==> config.mk <==
export PLATFORM = sky130hd
export DESIGN_NAME = dense_engine_par_flat
export DESIGN_NICKNAME = d
export VERILOG_FILES = /design/src/rtl/dense_engine_par_if.sv /design/src/rtl/dense_engine_par.sv /design/src/flat_wrapper.sv
export SDC_FILE = /design/constraint.sdc
export NUM_CORES = 2
export LEC_CHECK = 0
export ABC_AREA = 1
export CAP_MARGIN = 20
export CORE_ASPECT_RATIO = 0.9
export CORE_MARGIN = 8
export CORE_UTILIZATION = 25
export DETAILED_ROUTE_END_ITERATION = 10
export PLACE_DENSITY = 0.39
export SYNTH_ARGS = -nofsm -noshare
export SYNTH_HDL_FRONTEND = slang
export SYNTH_SLANG_ARGS = --single-unit
==> constraint.sdc <==
create_clock -name clk -period 7.5 [get_ports clk]
set_input_delay 1.875 -clock clk [delete_from_list [all_inputs] [get_ports clk]]
set_output_delay 1.875 -clock clk [all_outputs]
set_load 0.005 [all_outputs]
==> src/rtl/dense_engine_par_if.sv <==
// Handshake and LUT/buffer bus bundle for dense_engine_par.
// master = engine side, slave = buffers/LUTs/controller side.
interface dense_engine_par_if #(
  parameter int unsigned IN_COUNT  = 64,
  parameter int unsigned OUT_COUNT = 10,
  parameter int unsigned DATA_SIZE = 16,
  parameter int unsigned LANES     = 2
);
  localparam int unsigned IAW = $clog2(IN_COUNT);
  localparam int unsigned WAW = $clog2(IN_COUNT * OUT_COUNT);
  localparam int unsigned OAW = (OUT_COUNT > 1) ? $clog2(OUT_COUNT) : 1;

  logic                         start;
  logic                         busy;
  logic                         done;
  logic [IAW-1:0]               inAdr;
  logic [DATA_SIZE-1:0]         inData;
  logic [WAW-1:0]               weightAdr;
  logic [LANES*DATA_SIZE-1:0]   weightData;
  logic [OAW-1:0]               biasAdr;
  logic [LANES*DATA_SIZE-1:0]   biasData;
  logic                         outWe;
  logic [OAW-1:0]               outAdr;
  logic [LANES*DATA_SIZE-1:0]   outData;

  modport master (
    input  start, inData, weightData, biasData,
    output busy, done, inAdr, weightAdr, biasAdr, outWe, outAdr, outData
  );

  modport slave (
    output start, inData, weightData, biasData,
    input  busy, done, inAdr, weightAdr, biasAdr, outWe, outAdr, outData
  );
endinterface

==> src/rtl/dense_engine_par.sv <==
// Self-sequenced fully-connected layer engine computing LANES outputs per group.
// Optional macro DENSE_RELU_EN fuses a ReLU after saturation.
module dense_engine_par #(
  parameter int unsigned IN_COUNT  = 64,
  parameter int unsigned OUT_COUNT = 10,
  parameter int unsigned DATA_SIZE = 16,
  parameter int unsigned FRAC_BITS = 8,
  parameter int unsigned LANES     = 2
) (
  input logic                clk,
  input logic                rst,
  dense_engine_par_if.master bus
);
  localparam int unsigned ACC_SIZE = 2 * DATA_SIZE + $clog2(IN_COUNT) + 1;
  localparam int unsigned IAW      = $clog2(IN_COUNT);
  localparam int unsigned WAW      = $clog2(IN_COUNT * OUT_COUNT);
  localparam int unsigned OAW      = (OUT_COUNT > 1) ? $clog2(OUT_COUNT) : 1;
  localparam int unsigned G        = OUT_COUNT / LANES;
  localparam int unsigned GW       = (G > 1) ? $clog2(G) : 1;
  localparam logic signed [ACC_SIZE-1:0] SatMax =
      (ACC_SIZE'(1) << (DATA_SIZE - 1)) - ACC_SIZE'(1);
  localparam logic signed [ACC_SIZE-1:0] SatMin = ~SatMax;

  typedef enum logic [2:0] {StIdle, StFetch, StDrain, StBias, StWrite, StDone} stateT;

  stateT                      stateQ, stateD;
  logic [IAW-1:0]             iQ, iD;
  logic [GW-1:0]              gQ, gD;
  logic [WAW-1:0]             wAdrQ, wAdrD;
  logic [OAW-1:0]             bAdrQ, bAdrD;
  logic [OAW-1:0]             oAdrQ, oAdrD;
  logic signed [ACC_SIZE-1:0] accQ [LANES];
  logic signed [ACC_SIZE-1:0] accD [LANES];
  logic signed [ACC_SIZE-1:0] prodExt [LANES];
  logic signed [ACC_SIZE-1:0] biasExt [LANES];

  function automatic logic [DATA_SIZE-1:0] postProc(input logic signed [ACC_SIZE-1:0] acc);
    logic signed [ACC_SIZE-1:0] sh;
    logic [DATA_SIZE-1:0]       r;
    sh = acc >>> FRAC_BITS;
    if (sh > SatMax)      r = SatMax[DATA_SIZE-1:0];
    else if (sh < SatMin) r = SatMin[DATA_SIZE-1:0];
    else                  r = sh[DATA_SIZE-1:0];
`ifdef DENSE_RELU_EN
    if (r[DATA_SIZE-1]) r = '0;
`endif
    return r;
  endfunction

  for (genvar k = 0; k < LANES; k++) begin : gLane
    logic [DATA_SIZE-1:0]   wRaw, bRaw;
    logic [2*DATA_SIZE-1:0] xExt, wExt, prod;
    assign wRaw = bus.weightData[k*DATA_SIZE +: DATA_SIZE];
    assign bRaw = bus.biasData[k*DATA_SIZE +: DATA_SIZE];
    // Operands pre-extended so the truncated product is the exact signed result.
    assign xExt = {{DATA_SIZE{bus.inData[DATA_SIZE-1]}}, bus.inData};
    assign wExt = {{DATA_SIZE{wRaw[DATA_SIZE-1]}}, wRaw};
    assign prod = xExt * wExt;
    assign prodExt[k] = {{(ACC_SIZE - 2 * DATA_SIZE){prod[2*DATA_SIZE-1]}}, prod};
    assign biasExt[k] = {{(ACC_SIZE - DATA_SIZE){bRaw[DATA_SIZE-1]}}, bRaw} << FRAC_BITS;
    assign bus.outData[k*DATA_SIZE +: DATA_SIZE] =
        (stateQ == StWrite) ? postProc(accQ[k]) : '0;
  end

  always_comb begin
    stateD = stateQ;
    iD     = iQ;
    gD     = gQ;
    wAdrD  = wAdrQ;
    bAdrD  = bAdrQ;
    oAdrD  = oAdrQ;
    accD   = accQ;
    unique case (stateQ)
      StIdle: begin
        if (bus.start) begin
          stateD = StFetch;
          iD     = '0;
          gD     = '0;
          wAdrD  = '0;
          for (int k = 0; k < LANES; k++) accD[k] = '0;
        end
      end
      StFetch: begin
        // Data returned this cycle belongs to address i-1; nothing is valid yet at i=0.
        if (iQ != '0) begin
          for (int k = 0; k < LANES; k++) accD[k] = accQ[k] + prodExt[k];
        end
        if (iQ == IAW'(IN_COUNT - 1)) begin
          stateD = StDrain;
          bAdrD  = OAW'(gQ * LANES);
        end else begin
          iD    = IAW'(iQ + 1);
          wAdrD = WAW'(wAdrQ + OUT_COUNT);
        end
      end
      StDrain: begin
        for (int k = 0; k < LANES; k++) accD[k] = accQ[k] + prodExt[k];
        stateD = StBias;
      end
      StBias: begin
        for (int k = 0; k < LANES; k++) accD[k] = accQ[k] + biasExt[k];
        oAdrD  = OAW'(gQ * LANES);
        stateD = StWrite;
      end
      StWrite: begin
        for (int k = 0; k < LANES; k++) accD[k] = '0;
        if (gQ == GW'(G - 1)) begin
          stateD = StDone;
        end else begin
          gD     = GW'(gQ + 1);
          iD     = '0;
          wAdrD  = WAW'((gQ + 1) * LANES);
          stateD = StFetch;
        end
      end
      StDone:  stateD = StIdle;
      default: stateD = StIdle;
    endcase
  end

  always_ff @(posedge clk) begin
    if (!rst) begin
      stateQ <= StIdle;
      iQ     <= '0;
      gQ     <= '0;
      wAdrQ  <= '0;
      bAdrQ  <= '0;
      oAdrQ  <= '0;
      for (int k = 0; k < LANES; k++) accQ[k] <= '0;
    end else begin
      stateQ <= stateD;
      iQ     <= iD;
      gQ     <= gD;
      wAdrQ  <= wAdrD;
      bAdrQ  <= bAdrD;
      oAdrQ  <= oAdrD;
      for (int k = 0; k < LANES; k++) accQ[k] <= accD[k];
    end
  end

  assign bus.inAdr     = iQ;
  assign bus.weightAdr = wAdrQ;
  assign bus.biasAdr   = bAdrQ;
  assign bus.outAdr    = oAdrQ;
  assign bus.outWe     = (stateQ == StWrite);
  assign bus.done      = (stateQ == StDone);
  assign bus.busy      = (stateQ == StFetch) || (stateQ == StDrain) ||
                         (stateQ == StBias)  || (stateQ == StWrite);
endmodule

==> src/flat_wrapper.sv <==
// flat-port wrapper written by rule: the top's interface ports become plain ports
module dense_engine_par_flat 
#(
  parameter int unsigned IN_COUNT  = 64,
  parameter int unsigned OUT_COUNT = 10,
  parameter int unsigned DATA_SIZE = 16,
  parameter int unsigned FRAC_BITS = 8,
  parameter int unsigned LANES     = 2
)
  (clk, rst, bus_start, bus_inData, bus_weightData, bus_biasData, bus_busy, bus_done, bus_inAdr, bus_weightAdr, bus_biasAdr, bus_outWe, bus_outAdr, bus_outData);
  dense_engine_par_if #(.IN_COUNT(IN_COUNT), .OUT_COUNT(OUT_COUNT), .DATA_SIZE(DATA_SIZE), .LANES(LANES)) bus_i ();
  input logic clk;
  input logic rst;
  input wire logic [$bits(bus_i.start)-1:0] bus_start;
  input wire logic [$bits(bus_i.inData)-1:0] bus_inData;
  input wire logic [$bits(bus_i.weightData)-1:0] bus_weightData;
  input wire logic [$bits(bus_i.biasData)-1:0] bus_biasData;
  output wire logic [$bits(bus_i.busy)-1:0] bus_busy;
  output wire logic [$bits(bus_i.done)-1:0] bus_done;
  output wire logic [$bits(bus_i.inAdr)-1:0] bus_inAdr;
  output wire logic [$bits(bus_i.weightAdr)-1:0] bus_weightAdr;
  output wire logic [$bits(bus_i.biasAdr)-1:0] bus_biasAdr;
  output wire logic [$bits(bus_i.outWe)-1:0] bus_outWe;
  output wire logic [$bits(bus_i.outAdr)-1:0] bus_outAdr;
  output wire logic [$bits(bus_i.outData)-1:0] bus_outData;
  assign bus_i.start = bus_start;
  assign bus_i.inData = bus_inData;
  assign bus_i.weightData = bus_weightData;
  assign bus_i.biasData = bus_biasData;
  assign bus_busy = bus_i.busy;
  assign bus_done = bus_i.done;
  assign bus_inAdr = bus_i.inAdr;
  assign bus_weightAdr = bus_i.weightAdr;
  assign bus_biasAdr = bus_i.biasAdr;
  assign bus_outWe = bus_i.outWe;
  assign bus_outAdr = bus_i.outAdr;
  assign bus_outData = bus_i.outData;
  dense_engine_par #(.IN_COUNT(IN_COUNT), .OUT_COUNT(OUT_COUNT), .DATA_SIZE(DATA_SIZE), .FRAC_BITS(FRAC_BITS), .LANES(LANES)) u_core (.clk(clk), .rst(rst), .bus(bus_i));
endmodule
### Yosys cells after proc, flatten, opt, wreduce, memory -nomap -nowiden

Index checks and enable logic that the tools add are counted.
Widths: inputs -> output; s select.

* add/subtract/negate cells: 7
* $mul: 2
* divide/modulo/power cells: 0
* order comparisons: 4
* equality and inequality tests: 12
* shift operators: 0
* mux-type cells: 24
* bitwise logic cells: 0
* reductions and logical operators: 13

Operators by type and width (count)
* $pmux 78 s5: 1
* $mux 78: 2
* $mux 16: 6
* $add 39x24->39: 2
* $add 39x32->39: 2
* $mul 16x16->32: 2
* $gt 31x16->1 const B: 2
* $lt 31x16->1 const B: 2
* $mux 10: 3
* $pmux 10 s3: 1
* $mux 6: 3
* $pmux 6 s3: 1
* $mux 3: 5
* $pmux 3 s5: 1
* $add 10x4->10 const B: 1
* $eq 3x3->1 const B: 3
* $add 6x1->6 const B: 1
* $eq 3x2->1 const B: 2
* $eq 6x6->1 const B: 1
* $ne 2x2->1 const B: 3
* $pmux 3 s2: 1
* $reduce_and 3->1: 2
* $reduce_bool 6->1: 1
* $reduce_bool 5->1: 1
* other kinds (9): 13

* register bits after elaboration: 106
* latch bits: 0
* memory bits (writable): 0
* memory bits (read-only): 0
* input port bits: 83
* output and inout port bits: 59
* word-level logic and storage cells: 70
* memories kept: 0

### Longest topological paths before layout

* word-level depth: 4
* gate-level depth with buffers: 31
* depth with buffers taken out: 30

### Worst setup path after synthesis

Ideal clock, no wire load.

* path type: input-to-reg
* from: input port bus_inData[15]
* to: register u_core.accQ[34] (netlist name)
* setup time: 0.109 ns
* arrival time: 7.337 ns
* data required time: 7.391 ns
* path slack: 0.054 ns
* stages on the path: 27
* path buffers: 2
* cells stage by stage: clkbuf_1 clkbuf_1 nand2_1 inv_1 fa_1 fa_1 fa_1 inv_1 fa_1 inv_1 fa_1 inv_1 fa_1 inv_1 ha_1 nand2_1 nor2_1 nand2_1 inv_1 nand2_1 and2_0 nand2_1 nand2_1 nand3_1 nand3_1 nand2_1 inv_1

* word-level cells in the longest chain between the ends: 4

Ends and longest elaborated chain
* start: declaration: line flat_wrapper.sv:15 `input wire logic [$bits(bus_i.inData)-1:0] bus_inData;`
* $mul 16x16->32 *: line dense_engine_par.sv:58 `assign prod = xExt * wExt;`
* $add 39x32->39 *: line dense_engine_par.sv:86, dense_engine_par.sv:97
* $mux 78: line dense_engine_par.sv:85 `if (iQ != '0) begin`
* $pmux 78 s5 *: line dense_engine_par.sv:73 `unique case (stateQ)`
* end: declaration: line dense_engine_par.sv:32 `logic signed [ACC_SIZE-1:0] accQ [LANES];`

Every way passes the cells marked *; elsewhere a longest branch is shown, timed or not. The select of a mux whose other input is x is not followed.
A chain may end at the register's enable or synchronous reset.

### Final worst setup path

* from: input port bus_weightData[21]
* to: register u_core.accQ[32] (netlist name)

* word-level cells in the longest chain between the ends: 4

Ends and longest elaborated chain
* start: declaration: line flat_wrapper.sv:16 `input wire logic [$bits(bus_i.weightData)-1:0] bus_weightData;`
* $mul 16x16->32 *: line dense_engine_par.sv:58
* $add 39x32->39 *: line dense_engine_par.sv:86, dense_engine_par.sv:97
* $mux 78: line dense_engine_par.sv:85
* $pmux 78 s5 *: line dense_engine_par.sv:73

Marked as above.

==> results.py <==
metrics = {
    "outcome": {
        "status": "completed",
    },
    "layout": {
        "fin_util_pct": 31.2,
        "fillers": 15500,
        "design_area_sq_um": 44000,
        "syn_to_final_growth_pct": 24.3,
        "diodes": 0,
        "ff_latch_area_sq_um": 2100,
        "drive_gt1_share_pct": 13.6,
        "multi_input_area_sq_um": 28800,
        "nNetsFinal": 6492,
    },
    "yosys": {
        "synth_top_area_share_pct": 37.0,
        "yosys.area.top_type": "fa_1",
        "yosys_warnings": 0,
        "ys_seq_area_share_pct": 5.94,
        "synth_cell_types": 51,
        "synthCells": 5036,
        "ys_seq_elements": 105,
        "syn_avg_cell_area_sq_um": 7.03,
        "synthesis.area_sq_um": 35400,
        "synth_area_leaders": "fa_1 37%, inv_1 14%, nand2_1 14%",
    },
    "setup_path": {
        "cp.arrival_ns": 7.65,
        "r2r_end": "u_core.accQ[70]",
        "reg2reg_from": "u_core.accQ[54]",
        "criticalPathCategory": "input pin to flop",
        "crit_fanout": 13,
        "cp-end-kind": "flop",
        "rr_worst_depth": 21,
        "regToRegSetupSlack_ns": 2.51,
        "critical_path.startpoint_type": "input pin",
        "critPathRequiredTime_ns": 7.82,
    },
    "place": {
        "portBuffers": 138,
        "gp_congestion": 0.870,
        "place_ws_ns": -0.662,
        "placed_area_sq_um": 42200,
        "dpl.hpwl_mm": 111,
    },
    "die": {
        "initial_core_util_pct": 25.1,
        "std_cell_rows": 131,
        "core-area_sq_um": 141000,
        "die_y_microns": 373,
        "io-pin-count": 142,
        "die_area_sq_um": 154000,
        "fp.dieW_microns": 413,
    },
    "clock_network": {
        "cts_tree": "yes",
        "cts_root_buffer": "clkbuf_16",
        "clock-sinks": 105,
        "cts_buffer_depth": 2,
        "cts.clk_slew.worst_paths_ns": 0.08,
        "htreeDepth": 3,
        "clk_latency_ns": 0.40,
        "cts_buffers": 9,
    },
    "min_path": {
        "hold_end": "u_core.accQ[39]",
        "hold-path-cell-count": 2,
        "min_from": "u_core.accQ[39]",
        "hold_class": "flop to flop",
    },
    "sta": {
        "fin_crit_ns": 7.33,
        "worstMarginPinSlew_ns": 0.846,
        "hold_ws_ns": 0.477,
        "slew_headroom_pct": 43.6,
        "rsz0062_at_grt": "true",
        "fin_worst_skew_ns": 0.0201,
        "drv_slew": 0,
        "setup_viol": 0,
        "finalHoldViolCount": 0,
        "timing.final.crit_share_pct": 97.7,
        "fmax_mhz": 136,
        "finalWorstSetupSlack_ns": 0.172,
    },
    "global_routing": {
        "grt-ovfl-total": 0,
        "grt_pass1_vias": 32100,
        "grt_max_degree": 63,
        "grt_pass1_wl_mm": 196,
        "antenna_found_initial": 5,
        "grt.total_usage_pct": 16.4,
    },
    "route": {
        "wire_per_inst_microns": 17.5,
        "drt_iter0_drc": 1946,
        "vias": 31900,
        "first_pass_iters": 5,
        "antenna_left": 0,
        "routed_wl_mm": 128,
        "viasPerCell": 4.35,
        "drcViolationCount": 0,
    },
    "flow_run": {
        "maxCapViolations": 0,
    },
}
-- worst max-delay path, cell delays in order --
cell             delay (ns)
clkdlybuf4s50_1        0.45
buf_12                 0.15
buf_12                 0.14
nand2_1                0.06
inv_1                  0.05
fa_1                   0.50
inv_1                  0.05
fa_1                   0.46
fa_1                   0.50
fa_1                   0.54
inv_1                  0.05
fa_1                   0.47
inv_1                  0.05
fa_2                   0.59
inv_1                  0.06
ha_1                   0.34
nand2_1                0.12
nor2_2                 0.14
buf_4                  0.13
nand3_1                0.08
nand2_2                0.14
nand2_2                0.07
nand3_1                0.09
nand2_1                0.08
nor2_4                 0.21
buf_4                  0.13
nor2_1                 0.03
nor2_1                 0.07
-- stage by stage --
stage	setup TNS [ns]	cells
after floorplan	0	5038
after detailed placement	-26.50	7290
after global routing	-0.413	7331
after global placement	-28.14	7290
final	0	7331
after CTS	0	7306
-- layout by cell type, fill, tap and decap left out, types with 24 or more instances in the layout --
master	instances
a21oi_2	24
fa_1	629
ha_1	245
buf_4	371
nor2_2	40
dfxtp_1	105
nand2_2	50
fa_2	25
buf_12	51
nand3_1	214
clkdlybuf4s50_1	112
nor3_1	30
ha_4	43
nor2_4	24
a21oi_1	222
nand2_1	1227
inv_1	1348
o21ai_0	147
nand4_1	42
nor2_1	258
-- cell usage after synthesis (all sizes together) --
cell / n
inv: 1363
nand2: 1282
fa: 654
nor2: 324
ha: 291
a21oi: 248
nand3: 224
o21ai: 166
clkbuf: 136
dfxtp: 105
nand4: 43
nor3: 40
a31oi: 23
buf: 23
nand3b: 23
o21bai: 22
or2: 22
nor4: 13
a221oi: 6
xnor2: 5
xor2: 5
and2: 4
a21o: 2
a41o: 2
o211a: 2
a211oi: 1
a21boi: 1
and3: 1
conb: 1
nor3b: 1
o211ai: 1
o31ai: 1
o32ai: 1
-- final cells by class --
type                       count  share of cell area (%)
clock inverter                 6                   0.139
multi-input combinational   3411                    65.4
timing repair buffer         574                    12.3
inverter                    1363                    11.6
tap                         1862                    5.29
clock buffer                  10                   0.520
sequential                   105                    4.77
-- cells by family (layout without fill, tap and decap cells) --
group                      count (synthesis)  in the layout  share of synthesized area, %
buffers and inverters                   1522           1953                          16.3
AOI/OAI and AO/OA                        476            476                          7.14
DFF                                      105            105                          5.94
other                                      1              3                        0.0106
xor gates and xnor gates                  10             10                         0.247
and+or+nand+nor                         1977           1977                          23.1
adders and majority gates                945            945                          47.3
-- worst max-delay path by stage --
stage | startpoint | end | slack [ns] | cells after the start
2_1_floorplan | bus_inData[15] | u_core.accQ[34] | 0.05 | 27
3_3_place_gp | bus_inData[15] | u_core.accQ[64] | -0.68 | 25
3_5_place_dp | bus_inData[15] | u_core.accQ[75] | -0.66 | 26
4_1_cts | bus_weightData[17] | u_core.accQ[32] | 0.0001 | 31
5_1_grt | bus_weightData[17] | u_core.accQ[31] | -0.08 | 31
6_report | bus_weightData[21] | u_core.accQ[32] | 0.17 | 28
-- per-layer routing --
metal | GRT usage (%) | vias up | part of all wire [%] | wire, microns
met5 | 0 | - | 0.032 | 41
met4 | 2.41 | 6 | 1.4 | 1820
met3 | 1.28 | 72 | 4.0 | 5110
met2 | 23.3 | 600 | 40 | 51600
met1 | 27.0 | 15500 | 54 | 69400
li1 | - | 15800 | - | -
-- state kept, by name (all words and copies together), names as in the netlist --
signal	cells
u_core.accQ	78
u_core.bus.weightAdr	9
u_core.bus.inAdr	6
u_core.bus.biasAdr	3
u_core.bus.outAdr	3
u_core.gQ	3
u_core.stateQ	3
-- what timing repair did --
| item | in CTS | in global routing |
|---|---|---|
| hold buffers | 0 | 0 |
| pin swaps | 7 | 64 |
| setup endpoints to repair | 43 | 56 |
| gates resized for setup | 58 | 261 |
| cloned | 0 | 6 |
| setup buffers | 0 | 19 |
Power is not shown: default switching activity piles up to over one toggle a cycle in this logic, so the estimate is an artifact.
